==> src/rtl/pool_window_engine_if.sv <==
// Handshake and BRAM-port bundle between a frame controller and pool_window_engine.
// The engine connects through the slave modport.
interface pool_window_engine_if #(
  parameter int DATA_W     = 8,
  parameter int ADDR_IN_W  = 10,
  parameter int ADDR_OUT_W = 8
);
  logic                  start;
  logic                  busy;
  logic                  done;
  logic                  rd_en;
  logic [ADDR_IN_W-1:0]  rd_addr;
  logic [DATA_W-1:0]     rd_data;
  logic                  wr_en;
  logic [ADDR_OUT_W-1:0] wr_addr;
  logic [DATA_W-1:0]     wr_data;

  modport slave (
    input  start, rd_data,
    output busy, done, rd_en, rd_addr, wr_en, wr_addr, wr_data
  );

  modport master (
    output start, rd_data,
    input  busy, done, rd_en, rd_addr, wr_en, wr_addr, wr_data
  );
endinterface

==> src/rtl/pool_window_engine.sv <==
// Max-pool engine: streams a CHANNELS x IMG_H x IMG_W map from the conv2 BRAM in
// non-overlapping POOL_K x POOL_K windows and writes each signed window maximum in order.
module pool_window_engine #(
  parameter int IMG_W      = 8,
  parameter int IMG_H      = 8,
  parameter int CHANNELS   = 1,
  parameter int POOL_K     = 2,
  parameter int DATA_W     = 8,
  parameter int RD_LAT     = 1,
  parameter int ADDR_IN_W  = 10,
  parameter int ADDR_OUT_W = 8
) (
  input logic                clk,
  input logic                rstn,
  pool_window_engine_if.slave bus
);

  localparam int OW    = IMG_W / POOL_K;
  localparam int OH    = IMG_H / POOL_K;
  localparam int N_IN  = CHANNELS * IMG_W * IMG_H;
  localparam int N_OUT = CHANNELS * OW * OH;
  localparam int KW    = $clog2(POOL_K);
  localparam int OXW   = (OW > 1) ? $clog2(OW) : 1;
  localparam int OYW   = (OH > 1) ? $clog2(OH) : 1;
  localparam int CW    = (CHANNELS > 1) ? $clog2(CHANNELS) : 1;

  localparam logic [KW-1:0]         K_MAX    = KW'(POOL_K - 1);
  localparam logic [OXW-1:0]        OX_MAX   = OXW'(OW - 1);
  localparam logic [OYW-1:0]        OY_MAX   = OYW'(OH - 1);
  localparam logic [CW-1:0]         C_MAX    = CW'(CHANNELS - 1);
  localparam logic [ADDR_OUT_W-1:0] LAST_OUT = ADDR_OUT_W'(N_OUT - 1);
  // Address jumps: end of a window row to the next row, and end of a window to the next window.
  // Every other step (window rows, image rows, channels) is contiguous, so +1.
  localparam logic [ADDR_IN_W-1:0]  STEP_ROW = ADDR_IN_W'(IMG_W - POOL_K + 1);
  localparam logic [ADDR_IN_W-1:0]  STEP_WIN = ADDR_IN_W'(1 - (POOL_K - 1) * IMG_W);

  if (IMG_W % POOL_K != 0) begin : g_bad_w
    $error("IMG_W must be a multiple of POOL_K");
  end
  if (IMG_H % POOL_K != 0) begin : g_bad_h
    $error("IMG_H must be a multiple of POOL_K");
  end
  if (POOL_K < 2 || POOL_K > 4) begin : g_bad_k
    $error("POOL_K must be in 2..4");
  end
  if (RD_LAT < 1 || RD_LAT > 3) begin : g_bad_lat
    $error("RD_LAT must be in 1..3");
  end
  if (ADDR_IN_W < $clog2(N_IN)) begin : g_bad_ain
    $error("ADDR_IN_W too narrow for the feature map");
  end
  if (ADDR_OUT_W < $clog2(N_OUT)) begin : g_bad_aout
    $error("ADDR_OUT_W too narrow for the pooled map");
  end

  typedef enum logic [1:0] {IDLE, RUN, DRAIN, DONE} state_t;

  typedef struct packed {
    logic valid;
    logic first;
    logic last;
  } tag_t;

  state_t                   state_q, state_d;
  logic [KW-1:0]            kx_q, kx_d, ky_q, ky_d;
  logic [OXW-1:0]           ox_q, ox_d;
  logic [OYW-1:0]           oy_q, oy_d;
  logic [CW-1:0]            c_q, c_d;
  logic [ADDR_IN_W-1:0]     rd_addr_q, rd_addr_d;
  tag_t                     tag_q [RD_LAT];
  tag_t                     tag_in, tag_out;
  logic signed [DATA_W-1:0] acc_q, acc_d, rd_sample, win_max;
  logic                     wr_en_q, wr_en_d;
  logic [ADDR_OUT_W-1:0]    wr_addr_q, wr_addr_d, out_cnt_q, out_cnt_d;
  logic [DATA_W-1:0]        wr_data_q, wr_data_d;

  logic rd_en, launch, kx_max, ky_max, ox_max, oy_max, c_max, read_last;

  assign rd_en     = (state_q == RUN);
  assign launch    = (state_q == IDLE) && bus.start;
  assign kx_max    = (kx_q == K_MAX);
  assign ky_max    = (ky_q == K_MAX);
  assign ox_max    = (ox_q == OX_MAX);
  assign oy_max    = (oy_q == OY_MAX);
  assign c_max     = (c_q == C_MAX);
  assign read_last = kx_max && ky_max && ox_max && oy_max && c_max;

  assign tag_in  = '{valid: rd_en,
                     first: rd_en && (kx_q == '0) && (ky_q == '0),
                     last:  rd_en && kx_max && ky_max};
  assign tag_out = tag_q[RD_LAT-1];

  assign rd_sample = bus.rd_data;
  assign win_max   = (rd_sample > acc_q) ? rd_sample : acc_q;

  always_comb begin
    // NOTE: every comb output gets a default first, so no path can leave it unassigned and infer a latch.
    state_d = state_q;
    unique case (state_q)
      IDLE:    if (bus.start) state_d = RUN;
      RUN:     if (read_last) state_d = DRAIN;
      DRAIN:   if (wr_en_q && (wr_addr_q == LAST_OUT)) state_d = DONE;
      DONE:    state_d = IDLE;
      default: state_d = IDLE;
    endcase
  end

  // Window walk: kx fastest, then ky, ox, oy, c. Counters freeze on the final read.
  always_comb begin
    kx_d      = kx_q;
    ky_d      = ky_q;
    ox_d      = ox_q;
    oy_d      = oy_q;
    c_d       = c_q;
    rd_addr_d = rd_addr_q;
    if (launch) begin
      kx_d      = '0;
      ky_d      = '0;
      ox_d      = '0;
      oy_d      = '0;
      c_d       = '0;
      rd_addr_d = '0;
    end else if (rd_en && !read_last) begin
      rd_addr_d = rd_addr_q + 1'b1;
      if (!kx_max) begin
        kx_d = kx_q + 1'b1;
      end else begin
        kx_d = '0;
        if (!ky_max) begin
          ky_d      = ky_q + 1'b1;
          rd_addr_d = rd_addr_q + STEP_ROW;
        end else begin
          ky_d = '0;
          if (!ox_max) begin
            ox_d      = ox_q + 1'b1;
            rd_addr_d = rd_addr_q + STEP_WIN;
          end else begin
            ox_d = '0;
            if (!oy_max) begin
              oy_d = oy_q + 1'b1;
            end else begin
              oy_d = '0;
              c_d  = c_q + 1'b1;
            end
          end
        end
      end
    end
  end

  always_comb begin
    acc_d     = acc_q;
    wr_en_d   = 1'b0;
    wr_addr_d = wr_addr_q;
    wr_data_d = wr_data_q;
    out_cnt_d = launch ? '0 : out_cnt_q;
    if (tag_out.valid) begin
      acc_d = tag_out.first ? rd_sample : win_max;
      if (tag_out.last) begin
        wr_en_d   = 1'b1;
        wr_addr_d = out_cnt_q;
        wr_data_d = win_max;
        out_cnt_d = out_cnt_q + 1'b1;
      end
    end
  end

  always_ff @(posedge clk or negedge rstn) begin
    if (!rstn) begin
      state_q   <= IDLE;
      kx_q      <= '0;
      ky_q      <= '0;
      ox_q      <= '0;
      oy_q      <= '0;
      c_q       <= '0;
      rd_addr_q <= '0;
      acc_q     <= '0;
      wr_en_q   <= 1'b0;
      wr_addr_q <= '0;
      wr_data_q <= '0;
      out_cnt_q <= '0;
    end else begin
      // NOTE: state uses non-blocking assignments so every register samples pre-edge values.
      state_q   <= state_d;
      kx_q      <= kx_d;
      ky_q      <= ky_d;
      ox_q      <= ox_d;
      oy_q      <= oy_d;
      c_q       <= c_d;
      rd_addr_q <= rd_addr_d;
      acc_q     <= acc_d;
      wr_en_q   <= wr_en_d;
      wr_addr_q <= wr_addr_d;
      wr_data_q <= wr_data_d;
      out_cnt_q <= out_cnt_d;
    end
  end

  // Tag stages track rd_data through the BRAM latency.
  always_ff @(posedge clk or negedge rstn) begin
    if (!rstn) begin
      // NOTE: this small array is reset explicitly; stale tags would otherwise fire writes after an abort.
      for (int i = 0; i < RD_LAT; i++) tag_q[i] <= '0;
    end else begin
      tag_q[0] <= tag_in;
      for (int i = 1; i < RD_LAT; i++) tag_q[i] <= tag_q[i-1];
    end
  end

  assign bus.busy    = (state_q == RUN) || (state_q == DRAIN);
  assign bus.done    = (state_q == DONE);
  assign bus.rd_en   = rd_en;
  assign bus.rd_addr = rd_addr_q;
  assign bus.wr_en   = wr_en_q;
  assign bus.wr_addr = wr_addr_q;
  assign bus.wr_data = wr_data_q;

endmodule

==> src/flat_wrapper.sv <==
// flat-port wrapper written by rule: the top's interface ports become plain ports
module pool_window_engine_flat 
#(
  parameter int IMG_W      = 8,
  parameter int IMG_H      = 8,
  parameter int CHANNELS   = 1,
  parameter int POOL_K     = 2,
  parameter int DATA_W     = 8,
  parameter int RD_LAT     = 1,
  parameter int ADDR_IN_W  = 10,
  parameter int ADDR_OUT_W = 8
)
  (clk, rstn, bus_start, bus_rd_data, bus_busy, bus_done, bus_rd_en, bus_rd_addr, bus_wr_en, bus_wr_addr, bus_wr_data);
  pool_window_engine_if #(.DATA_W(DATA_W), .ADDR_IN_W(ADDR_IN_W), .ADDR_OUT_W(ADDR_OUT_W)) bus_i ();
  input logic clk;
  input logic rstn;
  input wire logic [$bits(bus_i.start)-1:0] bus_start;
  input wire logic [$bits(bus_i.rd_data)-1:0] bus_rd_data;
  output wire logic [$bits(bus_i.busy)-1:0] bus_busy;
  output wire logic [$bits(bus_i.done)-1:0] bus_done;
  output wire logic [$bits(bus_i.rd_en)-1:0] bus_rd_en;
  output wire logic [$bits(bus_i.rd_addr)-1:0] bus_rd_addr;
  output wire logic [$bits(bus_i.wr_en)-1:0] bus_wr_en;
  output wire logic [$bits(bus_i.wr_addr)-1:0] bus_wr_addr;
  output wire logic [$bits(bus_i.wr_data)-1:0] bus_wr_data;
  assign bus_i.start = bus_start;
  assign bus_i.rd_data = bus_rd_data;
  assign bus_busy = bus_i.busy;
  assign bus_done = bus_i.done;
  assign bus_rd_en = bus_i.rd_en;
  assign bus_rd_addr = bus_i.rd_addr;
  assign bus_wr_en = bus_i.wr_en;
  assign bus_wr_addr = bus_i.wr_addr;
  assign bus_wr_data = bus_i.wr_data;
  pool_window_engine #(.IMG_W(IMG_W), .IMG_H(IMG_H), .CHANNELS(CHANNELS), .POOL_K(POOL_K), .DATA_W(DATA_W), .RD_LAT(RD_LAT), .ADDR_IN_W(ADDR_IN_W), .ADDR_OUT_W(ADDR_OUT_W)) u_core (.clk(clk), .rstn(rstn), .bus(bus_i));
endmodule
==> config.mk <==
export PLATFORM = sky130hd
export DESIGN_NAME = pool_window_engine_flat
export DESIGN_NICKNAME = d
export VERILOG_FILES = /design/src/rtl/pool_window_engine_if.sv /design/src/rtl/pool_window_engine.sv /design/src/flat_wrapper.sv
export SDC_FILE = /design/constraint.sdc
export NUM_CORES = 1
export LEC_CHECK = 0
export CAP_MARGIN = 20
export CELL_PAD_IN_SITES_DETAIL_PLACEMENT = 1
export CELL_PAD_IN_SITES_GLOBAL_PLACEMENT = 1
export CORE_MARGIN = 2
export CORE_UTILIZATION = 44
export CTS_BUF_LIST = sky130_fd_sc_hd__clkbuf_8
export DETAILED_ROUTE_END_ITERATION = 10
export PLACE_DENSITY_LB_ADDON = 0.1
export SYNTH_ARGS = -nofsm -noshare
export SYNTH_HDL_FRONTEND = slang
export SYNTH_SLANG_ARGS = --single-unit
==> constraint.sdc <==
create_clock -name clk -period 2.5 [get_ports clk]
set_input_delay 0.5 -clock clk [delete_from_list [all_inputs] [get_ports clk]]
set_output_delay 0.5 -clock clk [all_outputs]
set_load 0.01 [all_outputs]
# --- After elaboration in Yosys (flattened, before gate mapping) ---
# Index checks and enable logic that the tools add are counted.
word_totals:
  register_bits: 55
  in_bits: 11
  output_inout_bits: 30
  elab_cells: 102
classes:
  addsub: 9
  n_lt_le_gt_ge: 1
  n_eq_ne: 9
  n_mux: 40
  bitwise: 3
  n_reduce_logical: 25
op_table:
  columns: ["cell", "count"]
  rows:
  - ["$mux 10", 5]
  - ["$mux 8", 5]
  - ["$mux 2", 14]
  - ["$mux 1", 15]
  - ["$logic_and 1x1->1", 11]
  - ["$add 10x1->10 const B", 1]
  - ["$add 10x10->10 const B", 1]
  - ["$add 10x3->10 const B", 1]
  - ["$reduce_bool 2->1", 5]
  - ["$add 8x1->8 const B", 1]
  - ["$eq 2x2->1 const B", 4]
  - ["$eq 8x4->1 const B", 1]
  - ["$gt 8x8->1", 1]
  - ["$pmux 2 s4", 1]
  - ["$reduce_and 3->1", 2]
  - ["$reduce_and 5->1", 1]
  - ["$add 2x1->2 const B", 2]
  - ["$ne 2x2->1 const B", 2]
  - ["$reduce_and 2->1", 2]
  - ["$reduce_and 4->1", 1]
  - ["$add 1x1->1 const B", 3]
  - ["$not 1->1", 3]
  - ["$eq 2x1->1 const B", 1]
  - ["$logic_not 2->1", 1]
  - ["3 further kinds", 3]

# --- Depth between registers and ports, before layout ---
# Gate-level depths: netlist of run 1.
logic_depth:
  depth_word: 8
  depth_mapped: 8
  mapped_depth_nobuf: 7

# --- Least setup slack after synthesis of run 1 ---
# OpenSTA, ideal clock, no wires.
synth_path:
  path_type: "input -> register"
  from: "input bus_rd_data[7]"
  to: "register u_core.wr_data_q[1], in the netlist u_core.bus.wr_data[1]"
  setup_time_ns: 0.127
  arrival_time_ns: 2.060
  required_ns: 2.373
  setup_slack_ns: 0.313
  cell_stages: 7
  path_buffers: 1
  path_cell_list: "ha_1 > and4_1 > o211ai_1 > a32oi_2 > o211a_1 > buf_4 > mux2_1"
synth_via:
  elab_chain_len: 2
synth_rtl:
  columns: ["element", "line", "rtl"]
  rows:
  - ["from (decl)", "flat_wrapper.sv:18", "input wire logic [$bits(bus_i.rd_data)-1:0] bus_rd_data;"]
  - ["$gt 8x8->1", "pool_window_engine.sv:94", "assign win_max = (rd_sample > acc_q) ? rd_sample : acc_q;"]
  - ["$mux 8", "pool_window_engine.sv:94", null]
  - ["to (signal assigned)", "pool_window_engine.sv:194", "wr_data_q <= wr_data_d;"]
  - ["to (decl)", "pool_window_engine.sv:75", "logic [DATA_W-1:0] wr_data_q, wr_data_d;"]
# Every way passes these cells.
# A chain may end at the register's enable or synchronous reset.

# --- Worst setup path after layout of run 1 ---
layout_path:
  from: "input bus_rd_data[1]"
  to: "register u_core.wr_data_q[4], in the netlist u_core.bus.wr_data[4]"
# The elaborated chain is that of the path after synthesis.

==> impl_metrics.env, run 1 <==
export IMPL_synth_ff_type="dfrtp_1"
export IMPL_drt_iter0_markers=124
export IMPL_drv_cap=0
export IMPL_die_w_microns=91.6
export IMPL_sw_frac_of_total_pct=22.3
export IMPL_post_route_drc_count=0
export IMPL_cts_tree="done"
export IMPL_required_ns=2.69
export IMPL_pwr_density_cell_nw_per_um2=435
export IMPL_fin_nets=444
export IMPL_layout_common_cells="nand2_1 (58), dfrtp_1 (55), clkdlybuf4s50_1 (38)"
export IMPL_max_freq_mhz=416
export IMPL_worstPathMaxFanout=8
export IMPL_power_frac_seq_pct=51.4
export IMPL_total_power_mw=1.79
export IMPL_seq_area_frac_synth_pct=40.8
export IMPL_multi_input_area_sq_um=1840
export IMPL_crit_path_start_kind="primary input"
export IMPL_grt_max_degree=29
export IMPL_layout_commonest_cell="nand2_1"
export IMPL_yosysWarnings=0
export IMPL_io_pins=41
export IMPL_port_buffers=40
export IMPL_postSynthCellCount=371
export IMPL_overflow=0
export IMPL_grt_antenna_before_repair=0
export IMPL_worstMarginPinSlew_ns=0.669
export IMPL_die_h_microns=91.6
export IMPL_ys_ff_latch=55
export IMPL_fin_util_pct=56.1
export IMPL_ff2ff_path_depth=8
export IMPL_synth_distinct_cells=64
export IMPL_cts_sink_count=55
export IMPL_placed_cell_area_sq_um=3950
export IMPL_grt_pass1_vias=3142
export IMPL_cts_hold_buf=0
export IMPL_ys_async_sr_fraction_pct=100
export IMPL_switchingPower_mw=0.399
export IMPL_finalMaxSlewViolations=0
export IMPL_relSlewSlack_pct=55.1
export IMPL_clk_pin_slew_ns=0.11
export IMPL_status="finished clean"
export IMPL_die_area_sq_um=8390
export IMPL_initial_core_util_pct=46.1
export IMPL_pre_cts_slack_ns=-0.468
export IMPL_drt_pass1_iter_count=4
export IMPL_via_per_inst=5.88
export IMPL_intPower_mw=1.39
export IMPL_wl_per_cell_microns=18.0
export IMPL_dr_total_vias=3026
export IMPL_critical_path_class="primary input to register"
export IMPL_arrival_ns=2.60
export IMPL_ir_drop_mv=0.247
export IMPL_clkPwrFrac_pct=39.6
export IMPL_syn_area_sq_um=3380
export IMPL_finalSetupViolCount=0
export IMPL_design_area_sq_um=4110
export IMPL_clk_latency_ns=0.32
export IMPL_finClkSkew_ns=0.0149
export IMPL_syn2layout_area_growth_pct=21.7
export IMPL_dp_hpwl_microns=6760
export IMPL_comb_power_share_pct=8.9
export IMPL_drt_wl_total_microns=9290
export IMPL_cts_buffer_depth=2
export IMPL_grt_pass1_wl_microns=16000
export IMPL_finalWeightedCongestion=0.843
export IMPL_leakagePower_nw=1.86
export IMPL_synth_edf_count=0
export IMPL_regArea_sq_um=1380
export IMPL_cts_buffers=5
export IMPL_synth_area_per_cell_sq_um=9.10
export IMPL_fin_crit_sh_pct=96.2
export IMPL_fin_setup_tns_ns=0
export IMPL_syn_nets=400
export IMPL_rr_endpoint="u_core.bus.wr_data[4]$_DFFE_PN0P_"
export IMPL_grt_usage_pct=23.5
export IMPL_rows=31
export IMPL_min_period_ns=2.41
export IMPL_hp_class="primary input to async pin"
export IMPL_hold_viol=0
export IMPL_r2r_slack_ns=0.24
export IMPL_fin_ws_ns=0.0946
export IMPL_cts_root_buf="clkbuf_8"
export IMPL_core_area_sq_um=7330
export IMPL_h_tree_depth=2
export IMPL_layout_drive_gt1_share_pct=10.3
export IMPL_ant_nets=0
export IMPL_r2r_start="u_core.acc_q[4]$_DFFE_PN0P_"
export IMPL_diodes=0
export IMPL_fillers=827
export IMPL_end_kind="register"
state kept, by name, indices dropped and copies added, names as in the netlist, 3 cells and up:
signal,flops
u_core.acc_q,8
u_core.tag_out,3
u_core.bus.wr_addr,8
u_core.bus.wr_data,8
u_core.out_cnt_q,8
u_core.bus.rd_addr,10
cells in the mapped netlist, drive strengths merged (2+ instances only):
master | n | area share (%)
nor2b | 3 | 0.56
and3 | 7 | 1.4
dfrtp | 55 | 41
a22oi | 10 | 2.2
nand3 | 14 | 2.1
o21ai | 25 | 3.7
nor4 | 5 | 1.1
a21o | 3 | 0.67
nor2 | 17 | 1.9
ha | 18 | 6.7
mux2i | 9 | 2.7
o21a | 3 | 0.67
nand2 | 58 | 6.4
mux2 | 9 | 3.1
nor3 | 4 | 0.59
nand4 | 6 | 1.1
a32oi | 2 | 0.74
or3 | 2 | 0.37
buf | 13 | 2.2
and4 | 3 | 0.78
o31ai | 3 | 0.67
nor3b | 3 | 0.67
a21oi | 14 | 2.1
o311ai | 8 | 2.1
xnor2 | 4 | 1.0
nand3b | 2 | 0.44
inv | 17 | 1.9
a31oi | 6 | 1.1
o211a | 2 | 0.59
clkbuf | 14 | 1.6
a41oi | 2 | 0.52
and2 | 4 | 0.74
a211oi | 4 | 0.89
o22ai | 2 | 0.37
nand2b | 2 | 0.37
area by class of cell:
type,instances,area share (%)
Multi-Input combinational cell,272,44.7
Sequential cell,55,33.5
Timing Repair Buffer,64,14.1
Tap cell,99,3.01
Clock buffer,5,1.67
Clock inverter,3,1.55
Inverter,17,1.55
metal layers:
metal  vias to the layer above  wire length (microns)  track usage [%]
met5                         -                      0                0
met4                         0                    122             5.68
met3                        12                    242             2.66
met2                        58                   4690             42.3
met1                      1526                   4230             30.0
li1                       1430                      -                -
worst max-delay path, cell delays in order:
cell and delay (ns):
clkdlybuf4s50_1 0.48, ha_1 0.39, nor2b_1 0.18, o211ai_1 0.11
a32oi_2 0.29, o211a_4 0.30, mux2_1 0.35
power by group through the flow:
stage               clock [mW]  combinational, mW  sequential (mW)
global placement             0              0.152            0.936
detailed placement           0              0.159            0.938
floorplan                    0             0.0396            0.947
finish                   0.709              0.160            0.920
global route             0.745              0.176            0.923
CTS                      0.722              0.160            0.920
worst max path at each step:
stage	start	end	slack [ns]	cells past startpoint
after CTS	bus_rd_data[7]	u_core.bus.wr_data[3]$_DFFE_PN0P_	0.03	8
after detailed placement	bus_rd_data[7]	u_core.bus.wr_data[4]$_DFFE_PN0P_	-0.47	8
after global placement	bus_rd_data[7]	u_core.bus.wr_data[1]$_DFFE_PN0P_	-0.39	8
after floorplan	bus_rd_data[7]	u_core.bus.wr_data[1]$_DFFE_PN0P_	0.31	7
final	bus_rd_data[1]	u_core.bus.wr_data[4]$_DFFE_PN0P_	0.09	7
after global routing	bus_rd_data[1]	u_core.bus.wr_data[3]$_DFFE_PN0P_	-0.0005	7
cells by family (layout without fill, tap and decap cells):
kind of cell               count (synthesis)  after routing  synth area share [%]
adders and majority gates                 18             18                  6.67
xor gates and xnor gates                   5              5                  1.30
and+or+nand+nor                          135            135                  19.9
AOI/OAI and AO/OA                         96             96                  20.0
muxes                                     18             18                  5.78
buffers and inverters                     44             89                  5.63
DFF                                       55             55                  40.8
per-stage QoR:
| step | std cells | hold slack (ns) |
|---|---|---|
| final | 515 | 0.150 |
| after global routing | 515 | 0.186 |
| after CTS | 515 | 0.169 |
| after detailed placement | 507 | 0.489 |
| after global placement | 507 | 0.479 |
| after floorplan | 371 | 0.204 |
what timing repair did:
item	4_1_cts	5_1_grt
cloned	0	0
pin swaps	0	2
buffers inserted	0	0
setup endpoints to repair	16	10
gates resized for setup	3	2
Note: power is estimated with default switching activity, not from simulation.
==> run 2: changes to the inputs <==
- CAP_MARGIN: 20 -> not set
==> results of run 2 <==
Same layout as run 1: the final DEF is identical, and so are final timing and power.
==> run 3: changes to the inputs <==
- HOLD_SLACK_MARGIN: not set -> 0.08
- SKIP_CTS_REPAIR_TIMING: not set -> 1
==> run 3 against run 2 <==
Effect of this change: critical path depth unchanged; sequential power about the same; count of clock-buffer cells in the layout unchanged; sequential share of layout area unchanged.
==> impl_metrics.env, run 3 (synthesis gave the netlist of run 1 again) <==
export IMPL_rr_endpoint="u_core.bus.wr_data[4]$_DFFE_PN0P_"
export IMPL_cts_tree="done"
export IMPL_cts_buffer_depth=2
export IMPL_cp_startpoint="bus_rd_data[1]"
export IMPL_cts_buffers=5
export IMPL_max_freq_mhz=417
export IMPL_min_period_ns=2.40
export IMPL_fin_crit_sh_pct=95.9
export IMPL_rows=31
export IMPL_die_area_sq_um=8390
export IMPL_relSlewSlack_pct=54.5
export IMPL_hold_viol=0
export IMPL_worstPathMaxFanout=8
export IMPL_ir_drop_mv=0.249
export IMPL_grt_antenna_before_repair=0
export IMPL_fin_setup_tns_ns=0
export IMPL_r2r_start="u_core.acc_q[4]$_DFFE_PN0P_"
export IMPL_dp_hpwl_microns=6760
export IMPL_post_route_drc_count=0
export IMPL_core_area_sq_um=7330
export IMPL_drv_cap=0
export IMPL_dr_total_vias=3018
export IMPL_leakagePower_nw=1.86
export IMPL_arrival_ns=2.59
export IMPL_grt_pass1_vias=3139
export IMPL_fin_nets=444
export IMPL_cp_slowest_cell="clkdlybuf4s50_1"
export IMPL_ff2ff_path_depth=8
export IMPL_via_per_inst=5.86
export IMPL_cp_cell_sequence="clkdlybuf4s50_1 -> ha_1 -> nor2b_1 -> o211ai_1 -> a32oi_2 -> o211a_4 -> mux2_1"
export IMPL_h_tree_depth=2
export IMPL_layout_drive_gt1_share_pct=10.3
export IMPL_finClkSkew_ns=0.0136
export IMPL_die_w_microns=91.6
export IMPL_critical_path_class="primary input to register"
export IMPL_syn2layout_area_growth_pct=21.7
export IMPL_end_kind="register"
export IMPL_fin_util_pct=56.1
export IMPL_wl_per_cell_microns=18.0
export IMPL_crit_path_start_kind="primary input"
export IMPL_drt_iter0_markers=107
export IMPL_cp_num_cells=7
export IMPL_overflow=0
export IMPL_io_pins=41
export IMPL_required_ns=2.69
export IMPL_critPathMaxStageDelay_ns=0.49
export IMPL_finalSetupViolCount=0
export IMPL_layout_common_cells="nand2_1 (58), dfrtp_1 (55), clkdlybuf4s50_1 (38)"
export IMPL_r2r_slack_ns=0.25
export IMPL_fillers=827
export IMPL_cts_root_buf="clkbuf_8"
export IMPL_grt_usage_pct=23.6
export IMPL_crit_buf_inv=1
export IMPL_cts_sink_count=55
export IMPL_total_power_mw=1.79
export IMPL_port_buffers=40
export IMPL_worstMarginPinSlew_ns=0.679
export IMPL_finalMaxSlewViolations=0
export IMPL_initial_core_util_pct=46.1
export IMPL_clk_pin_slew_ns=0.11
export IMPL_grt_pass1_wl_microns=16000
export IMPL_pwr_density_cell_nw_per_um2=435
export IMPL_ant_nets=0
export IMPL_largest_register_ffs=10
export IMPL_endpoint="u_core.bus.wr_data[4]$_DFFE_PN0P_"
export IMPL_drt_wl_total_microns=9280
export IMPL_finalWeightedCongestion=0.843
export IMPL_hp_class="primary input to async pin"
export IMPL_diodes=0
export IMPL_status="finished clean"
export IMPL_die_h_microns=91.6
export IMPL_layout_commonest_cell="nand2_1"
export IMPL_clk_latency_ns=0.32
export IMPL_drt_pass1_iter_count=4
export IMPL_grt_max_degree=29
export IMPL_cp_top_family="compound AO/OA/AOI/OAI gates"
[run 3: layout make-up]
| type | instances | area [sq um] | area share [%] |
|---|---|---|---|
| flip-flops and latches | 55 | 1380 | 33.5 |
| repair buffers | 64 | 578 | 14.1 |
| well taps | 99 | 124 | 3.01 |
| inverters | 17 | 63.8 | 1.55 |
| clock inverters | 3 | 63.8 | 1.55 |
| multi-input cells | 272 | 1840 | 44.7 |
| clock buffers | 5 | 68.8 | 1.67 |
[run 3: worst min path at each step]
| stage | from | end | slack (ns) | cells after the start |
|---|---|---|---|---|
| floorplan | rstn | u_core.acc_q[0]$_DFFE_PN0P_ | 0.20 | 0 |
| global route | rstn | u_core.bus.wr_data[3]$_DFFE_PN0P_ | 0.19 | 1 |
| global placement | u_core.bus.wr_addr[3]$_DFFE_PN0P_ | u_core.bus.wr_addr[3]$_DFFE_PN0P_ | 0.48 | 2 |
| finish | rstn | u_core.bus.wr_data[3]$_DFFE_PN0P_ | 0.15 | 1 |
| detailed placement | u_core.bus.wr_addr[0]$_DFFE_PN0P_ | u_core.bus.wr_addr[0]$_DFFE_PN0P_ | 0.49 | 2 |
| CTS | rstn | u_core.bus.wr_data[3]$_DFFE_PN0P_ | 0.17 | 1 |
[run 3: routing by layer]
layer / vias up / wire length, microns / share of wire, % / global-route usage (%)
met4: 0 / 58 / 0.63 / 5.18
met5: - / 0 / 0 / 0
li1: 1431 / - / - / -
met2: 47 / 4760 / 51 / 42.7
met1: 1535 / 4220 / 45 / 30.1
met3: 5 / 238 / 2.6 / 2.66
[run 3: power by group]
part	internal [mW]	switching, mW	leakage [nW]	total (mW)
Sequential	0.909	0.0105	0.587	0.920
Clock	0.397	0.313	0.0695	0.710
Combinational	0.0827	0.0765	1.20	0.159
Total	1.39	0.400	1.86	1.79
[run 3: stage by stage]
| stage | area [sq um] | hold WS (ns) | setup slack [ns] | instances |
|---|---|---|---|---|
| 4_1_cts | 4080 | 0.169 | -0.214 | 515 |
| 2_1_floorplan | 3380 | 0.204 | 0.313 | 371 |
| 3_3_place_gp | 3950 | 0.479 | -0.395 | 507 |
| 3_5_place_dp | 3950 | 0.489 | -0.468 | 507 |
| 5_1_grt | 4110 | 0.186 | -0.000513 | 515 |
| 6_report | 4110 | 0.149 | 0.102 | 515 |
